File: config.mk
export PLATFORM = sky130hd
export DESIGN_NAME = peak_counter_readout_ctrl
export DESIGN_NICKNAME = d
export VERILOG_FILES = /design/src/rtl/peak_counter_readout_ctrl.sv
export SDC_FILE = /design/constraint.sdc
export NUM_CORES = 1
export LEC_CHECK = 0
export ABC_AREA = 1
export CORE_ASPECT_RATIO = 1.1
export CORE_UTILIZATION = 35
export DETAILED_ROUTE_END_ITERATION = 10
export RECOVER_POWER = 25
export SETUP_SLACK_MARGIN = 0.2
export SYNTH_ARGS = -nofsm -noshare
export SYNTH_HDL_FRONTEND = slang
export SYNTH_SLANG_ARGS = --single-unit
File: constraint.sdc
create_clock -name clk -period 4.3 [get_ports clk]
set_input_delay 0.43 -clock clk [delete_from_list [all_inputs] [get_ports clk]]
set_output_delay 0.43 -clock clk [all_outputs]
set_load 0.01 [all_outputs]
File: src/rtl/peak_counter_readout_ctrl.sv
// peak_counter_readout_ctrl: runs one peak-counter measurement and streams the framed result
// Ports: clk/rst (async active-low); start_in, abort_in, window_len_in control a run;
// count_in/overflow_in come from the datapath, which is driven by cntr_clr_out,
// counter_clk_en_out, sreg_load_en_out, sreg_shift_en_out; dout/dout_vld/dout_rdy
// form the byte stream; busy_out spans CLEAR..frame end, done_out pulses at the end.
module peak_counter_readout_ctrl #(
  parameter int CNTR_DEPTH = 24,
  parameter int CNTR_WIDTH = 8,
  parameter int WINDOW_WIDTH = 32,
  parameter logic [CNTR_WIDTH-1:0] SYNC_WORD = 8'hA5
) (
  input  logic                    clk,
  input  logic                    rst,
  input  logic                    start_in,
  input  logic                    abort_in,
  input  logic [WINDOW_WIDTH-1:0] window_len_in,
  input  logic [CNTR_WIDTH-1:0]   count_in,
  input  logic [CNTR_DEPTH-1:0]   overflow_in,
  output logic                    cntr_clr_out,
  output logic                    counter_clk_en_out,
  output logic                    sreg_load_en_out,
  output logic                    sreg_shift_en_out,
  output logic [CNTR_WIDTH-1:0]   dout,
  output logic                    dout_vld,
  input  logic                    dout_rdy,
  output logic                    busy_out,
  output logic                    done_out
);
  localparam int OVF_WORDS = (CNTR_DEPTH + CNTR_WIDTH - 1) / CNTR_WIDTH;
  localparam int IW = $clog2(CNTR_DEPTH + 1);
  typedef enum logic [2:0] {IDLE, CLEAR, COUNT, LOAD, HDR, CNT, OVF, DONE} state_t;
  state_t state, nxt;
  logic [WINDOW_WIDTH-1:0] win;
  logic [IW-1:0] idx, nidx;
  logic [CNTR_DEPTH-1:0] ovf_q;
  logic [OVF_WORDS*CNTR_WIDTH-1:0] ovf_pad;
  logic [CNTR_WIDTH-1:0] dout_q;
  logic acc, last;
  assign acc = dout_vld & dout_rdy;
  // zero-extension makes flag bits above CNTR_DEPTH read as 0
  assign ovf_pad = (OVF_WORDS*CNTR_WIDTH)'(ovf_q);
  // only the count words bypass the output register so they track the shift register
  assign dout = state == CNT ? count_in : dout_q;
  assign sreg_shift_en_out = (state == CNT) & dout_rdy;
  always_comb begin
    last = state == CNT ? idx == IW'(CNTR_DEPTH - 1) : idx == IW'(OVF_WORDS - 1);
    nxt = state;
    case (state)
      IDLE:    nxt = start_in ? CLEAR : IDLE;
      CLEAR:   nxt = win == '0 ? LOAD : COUNT;
      COUNT:   nxt = win == WINDOW_WIDTH'(1) ? LOAD : COUNT;
      LOAD:    nxt = HDR;
      HDR:     nxt = acc ? CNT : HDR;
      CNT:     nxt = acc && last ? OVF : CNT;
      OVF:     nxt = acc && last ? DONE : OVF;
      default: nxt = IDLE;
    endcase
    if (abort_in) nxt = IDLE;
    nidx = (abort_in || !(state == CNT || state == OVF)) ? '0 : acc ? (last ? '0 : idx + IW'(1)) : idx;
  end
  always_ff @(posedge clk or negedge rst) begin
    if (!rst) begin
      state <= IDLE;
      idx <= '0;
      win <= '0;
      ovf_q <= '0;
      dout_q <= '0;
      cntr_clr_out <= 1'b0;
      counter_clk_en_out <= 1'b0;
      sreg_load_en_out <= 1'b0;
      dout_vld <= 1'b0;
      busy_out <= 1'b0;
      done_out <= 1'b0;
    end else begin
      state <= nxt;
      idx <= nidx;
      win <= abort_in ? '0 : (state == IDLE && start_in) ? window_len_in : state == COUNT ? win - WINDOW_WIDTH'(1) : win;
      if (state == LOAD) ovf_q <= overflow_in;
      dout_q <= nxt == HDR ? SYNC_WORD : nxt == OVF ? CNTR_WIDTH'(ovf_pad >> (nidx * CNTR_WIDTH)) : '0;
      cntr_clr_out <= nxt == CLEAR;
      counter_clk_en_out <= nxt == COUNT;
      sreg_load_en_out <= nxt == LOAD;
      dout_vld <= nxt inside {HDR, CNT, OVF};
      busy_out <= !(nxt inside {IDLE, DONE});
      done_out <= nxt == DONE;
    end
  end
endmodule
==> impl_metrics.csv <==
group,metric,value,unit
critical_path,r2r_slack,1.58,ns
critical_path,timing.rr.start,"state[2]",
detailed_routing,detail_route.wl_per_cell,14.2,µm
grt,grt_antenna_before_repair,0,
critical_path,crit-reg2reg-capture,"win[16]",
synthesis,synthesis.area_per_instance,7.63,µm²
cts,clock_sink_count,78,
sta,final_hold_violations,0,
critical_path,ff2ff_path_depth,9,
sta,worst_slew_margin_rel,-33.1,%
cts,root_buffer,"sky130_fd_sc_hd__clkbuf_16",
sta,grt_setup_unrepaired,"no",
sta,layout_worst_path_cycle_share,63.3,%
power,share_clk_of_total_power,31.4,%
synthesis,most_instantiated_cells_after_synthesis,"sky130_fd_sc_hd__nand2_1 (115), sky130_fd_sc_hd__nor2_1 (92), sky130_fd_sc_hd__dfrtp_1 (78), sky130_fd_sc_hd__inv_1 (64), sky130_fd_sc_hd__o21ai_0 (44)",
cts,cts_buffers,9,
detailed_routing,wirelength_met1,5140,µm
critical_path,worst_setup_path_end_kind,"flop",
synthesis,ys_dominant_reg_cell,"sky130_fd_sc_hd__dfrtp_1",
synthesis,post_synth_inst_count,593,
critical_path,worstSetupPathType,"reg -> reg",
floorplanning,pin_count,84,
sta,drv_slew,79,
cts,path_clk_slew,0.07,ns
synthesis,count_of_flip_flops_with_a_built_in_enable_after_synthesis,0,
min_path,hold_path.class,"reg -> reg",
placement,gp_congestion,0.867,
final_layout,final_nets,746,
sta,finalSetupViolations,0,
cts,cts_buffer_depth,2,
cts,cts.repair_timing.setup_buffer_count,0,
synthesis,ys.warnings.count,0,
power,leakagePower,2.70,nW
placement,buffer_ports.inserted,83,
critical_path,critical_path_peak_fanout,53,
grt,number_of_global_route_vias_before_repair,4147,
synthesis,ys_async_sr_fraction,100,%
floorplanning,floorplan.die_area,13400,µm²
power,irDropWorstVdd,0.234,mV
floorplanning,core-area,12600,µm²
final_layout,n_antenna_cell,0,
power,power_switching_share,34.3,%
synthesis,seq_area_frac_synth,43.2,%
cts,cts_repair_resize_count,0,
sta,max_slew.worst_pin.slew,2.00,ns
floorplanning,starting_utilization_of_the_core_area,35.9,%
grt,overall_track_demand_over_capacity_in_global_routing,19.0,%
critical_path,arrival,2.98,ns
detailed_routing,routed-wl-met2,5740,µm
sta,finalSetupTns,0,ns
sta,finalWorstPathRequiredPeriod,2.72,ns
synthesis,synthTopCellsByArea,"sky130_fd_sc_hd__dfrtp_1 (43%), sky130_fd_sc_hd__nand2_1 (9.5%), sky130_fd_sc_hd__nor2_1 (7.6%)",
placement,dp.final_hpwl,8440,µm
cts,htree_num_levels,3,
detailed_routing,met3WireLength,570,µm
sta,finClkSkew,0.00926,ns
final_layout,fillers,1275,
detailed_routing,topRoutingLayerUsed,"met4",
cts,cts_tree,"yes",
run,cap_violations,1,
detailed_routing,routed-via-count,4198,
grt,grt_max_degree,79,
power,p_switching,0.000851,W
status,failed_checks,"max-capacitance violations, max-slew violations",
detailed_routing,route.detailed.drc,0,
detailed_routing,first_iter_violations,171,
synthesis,synth_seq_cells,78,
power,power_frac_comb,29.2,%
cts,cts_hold_buf,0,
detailed_routing,drt.antenna.violating_nets,0,
final_layout,areaGrowthSynthToFinish,28.1,%
synthesis,yosys.area.top_type,"sky130_fd_sc_hd__dfrtp_1",
floorplanning,die_width,110,µm
sta,achievable-frequency,368,MHz
detailed_routing,mean_number_of_vias_per_cell,5.03,
grt,overflow,0,
power,power_density,428,nW/µm²
min_path,worst_hold_path.endpoint,"ovf_pad[11]",
floorplanning,row_count,43,
sta,hold_ws,0.508,ns
detailed_routing,wirelength,11800,µm
min_path,worstHoldStart,"ovf_pad[11]",
final_layout,final_cells,835,
synthesis,synth_nets,666,
synthesis,yosysTopAreaCellShare,43.2,%
synthesis,yosys.cell_types.count,33,
critical_path,critical_path.startpoint_type,"flop",
synthesis,synth_most_common_cell,"sky130_fd_sc_hd__nand2_1",
critical_path,crit_path_required_time,4.56,ns
min_path,hold-path-cell-count,1,
detailed_routing,firstDrtPassIters,5,
synthesis,syn-cell-area,4520,µm²
cts,worst_skew_pair.late_latency,0.35,ns
final_layout,layout-drive-gt1-share,9.73,%
power,p_int,0.00163,W
grt,grt_pass1_wl,19500,µm
power,power_frac_seq,39.4,%
floorplanning,die_height,121,µm
power,fin_total_pwr,0.00248,W
status,outcome,"finished, violations left",
placement,dp.cells,819,
-- critical path, cell delays in order (launching register included) --
cell                      delay, ns
sky130_fd_sc_hd__dfrtp_1       0.44
sky130_fd_sc_hd__inv_2         0.15
sky130_fd_sc_hd__nand4_2       0.10
sky130_fd_sc_hd__buf_4         0.29
sky130_fd_sc_hd__nand3_2       0.11
sky130_fd_sc_hd__buf_4         0.28
sky130_fd_sc_hd__nand2_1       0.33
sky130_fd_sc_hd__inv_1         0.54
sky130_fd_sc_hd__o21ai_0       0.17
sky130_fd_sc_hd__o21ai_0       0.21
-- how the worst max path moves through the flow --
stage | from | to | slack (ns) | cells past startpoint
global route | state[0] | win[16] | 1.30 | 9
floorplan | win[0] | win[26] | 2.58 | 11
detailed placement | start_in | win[18] | 1.24 | 9
global placement | start_in | win[16] | 1.29 | 9
finish | state[2] | win[16] | 1.58 | 9
CTS | state[2] | win[16] | 1.58 | 9
-- cell type report --
| cell class | instances | area, µm² | area share, % |
|---|---|---|---|
| Inverter | 71 | 269 | 4.64 |
| Clock inverter | 6 | 70.1 | 1.21 |
| Tap cell | 157 | 196 | 3.39 |
| Multi-Input combinational cell | 427 | 2230 | 38.5 |
| Timing Repair Buffer | 86 | 848 | 14.6 |
| Sequential cell | 78 | 1950 | 33.7 |
| Clock buffer | 10 | 229 | 3.95 |
-- power groups by stage --
stage               combinational [W]  clock (W)  sequential [W]
floorplan                    0.000497          0        0.000966
global placement             0.000706          0        0.000984
detailed placement           0.000719          0        0.000988
CTS                          0.000724   0.000797        0.000976
global route                 0.000816   0.000830        0.000996
finish                       0.000723   0.000779        0.000977
-- registers in the layout (all words and copies together), names as in the netlist --
| name | count |
|---|---|
| idx | 5 |
| dout_q | 8 |
| done_out | 1 |
| sreg_load_en_out | 1 |
| dout_vld | 1 |
| win | 32 |
| cntr_clr_out | 1 |
| ovf_pad | 24 |
| counter_clk_en_out | 1 |
| state | 3 |
| busy_out | 1 |
-- per-stage QoR --
stage,area (µm²),utilization (%),setup WS (ns)
3_3_place_gp,5500,43.6,1.29
5_1_grt,5790,46.0,1.30
2_1_floorplan,4520,-,2.58
6_report,5790,46.0,1.58
4_1_cts,5790,46.0,1.58
3_5_place_dp,5500,43.6,1.24
-- metal layers --
metal,vias to the layer above,track usage (%)
met5,-,0
met4,0,9.38
met3,26,3.28
met2,109,32.4
met1,1948,22.7
li1,2115,-
-- cell families after synthesis --
logic type / count (synthesis) / share of synthesized area, %
AND/OR/NAND/NOR: 290 / 28.3
AO/OA/AOI/OAI: 103 / 12.7
buffers and inverters: 88 / 7.58
flip-flops: 78 / 43.2
multiplexers: 21 / 5.23
XOR/XNOR: 9 / 1.91
adder cells (fa/ha/maj): 4 / 1.11
-- cells in the final DEF, fill, tap and decap left out, types with 2 or more instances in the layout --
master and count:
sky130_fd_sc_hd__inv_6 2, sky130_fd_sc_hd__ha_1 4, sky130_fd_sc_hd__clkinvlp_4 3, sky130_fd_sc_hd__xnor2_1 2
sky130_fd_sc_hd__o211ai_1 9, sky130_fd_sc_hd__xor2_1 6, sky130_fd_sc_hd__nand3_2 5, sky130_fd_sc_hd__nand3_1 35
sky130_fd_sc_hd__inv_1 64, sky130_fd_sc_hd__clkbuf_16 9, sky130_fd_sc_hd__buf_4 3, sky130_fd_sc_hd__a21oi_1 26
sky130_fd_sc_hd__o21ai_0 44, sky130_fd_sc_hd__inv_2 5, sky130_fd_sc_hd__nor2_2 7, sky130_fd_sc_hd__nand3b_1 2
sky130_fd_sc_hd__nand2_2 3, sky130_fd_sc_hd__nor2_1 92, sky130_fd_sc_hd__mux2_2 21, sky130_fd_sc_hd__dfrtp_1 78
sky130_fd_sc_hd__clkdlybuf4s50_1 82, sky130_fd_sc_hd__o21ai_1 7, sky130_fd_sc_hd__nor3_1 12, sky130_fd_sc_hd__nand2_1 115
sky130_fd_sc_hd__nand4_1 16, sky130_fd_sc_hd__o22ai_1 13
No activity file was read; power rests on OpenSTA's default activity.
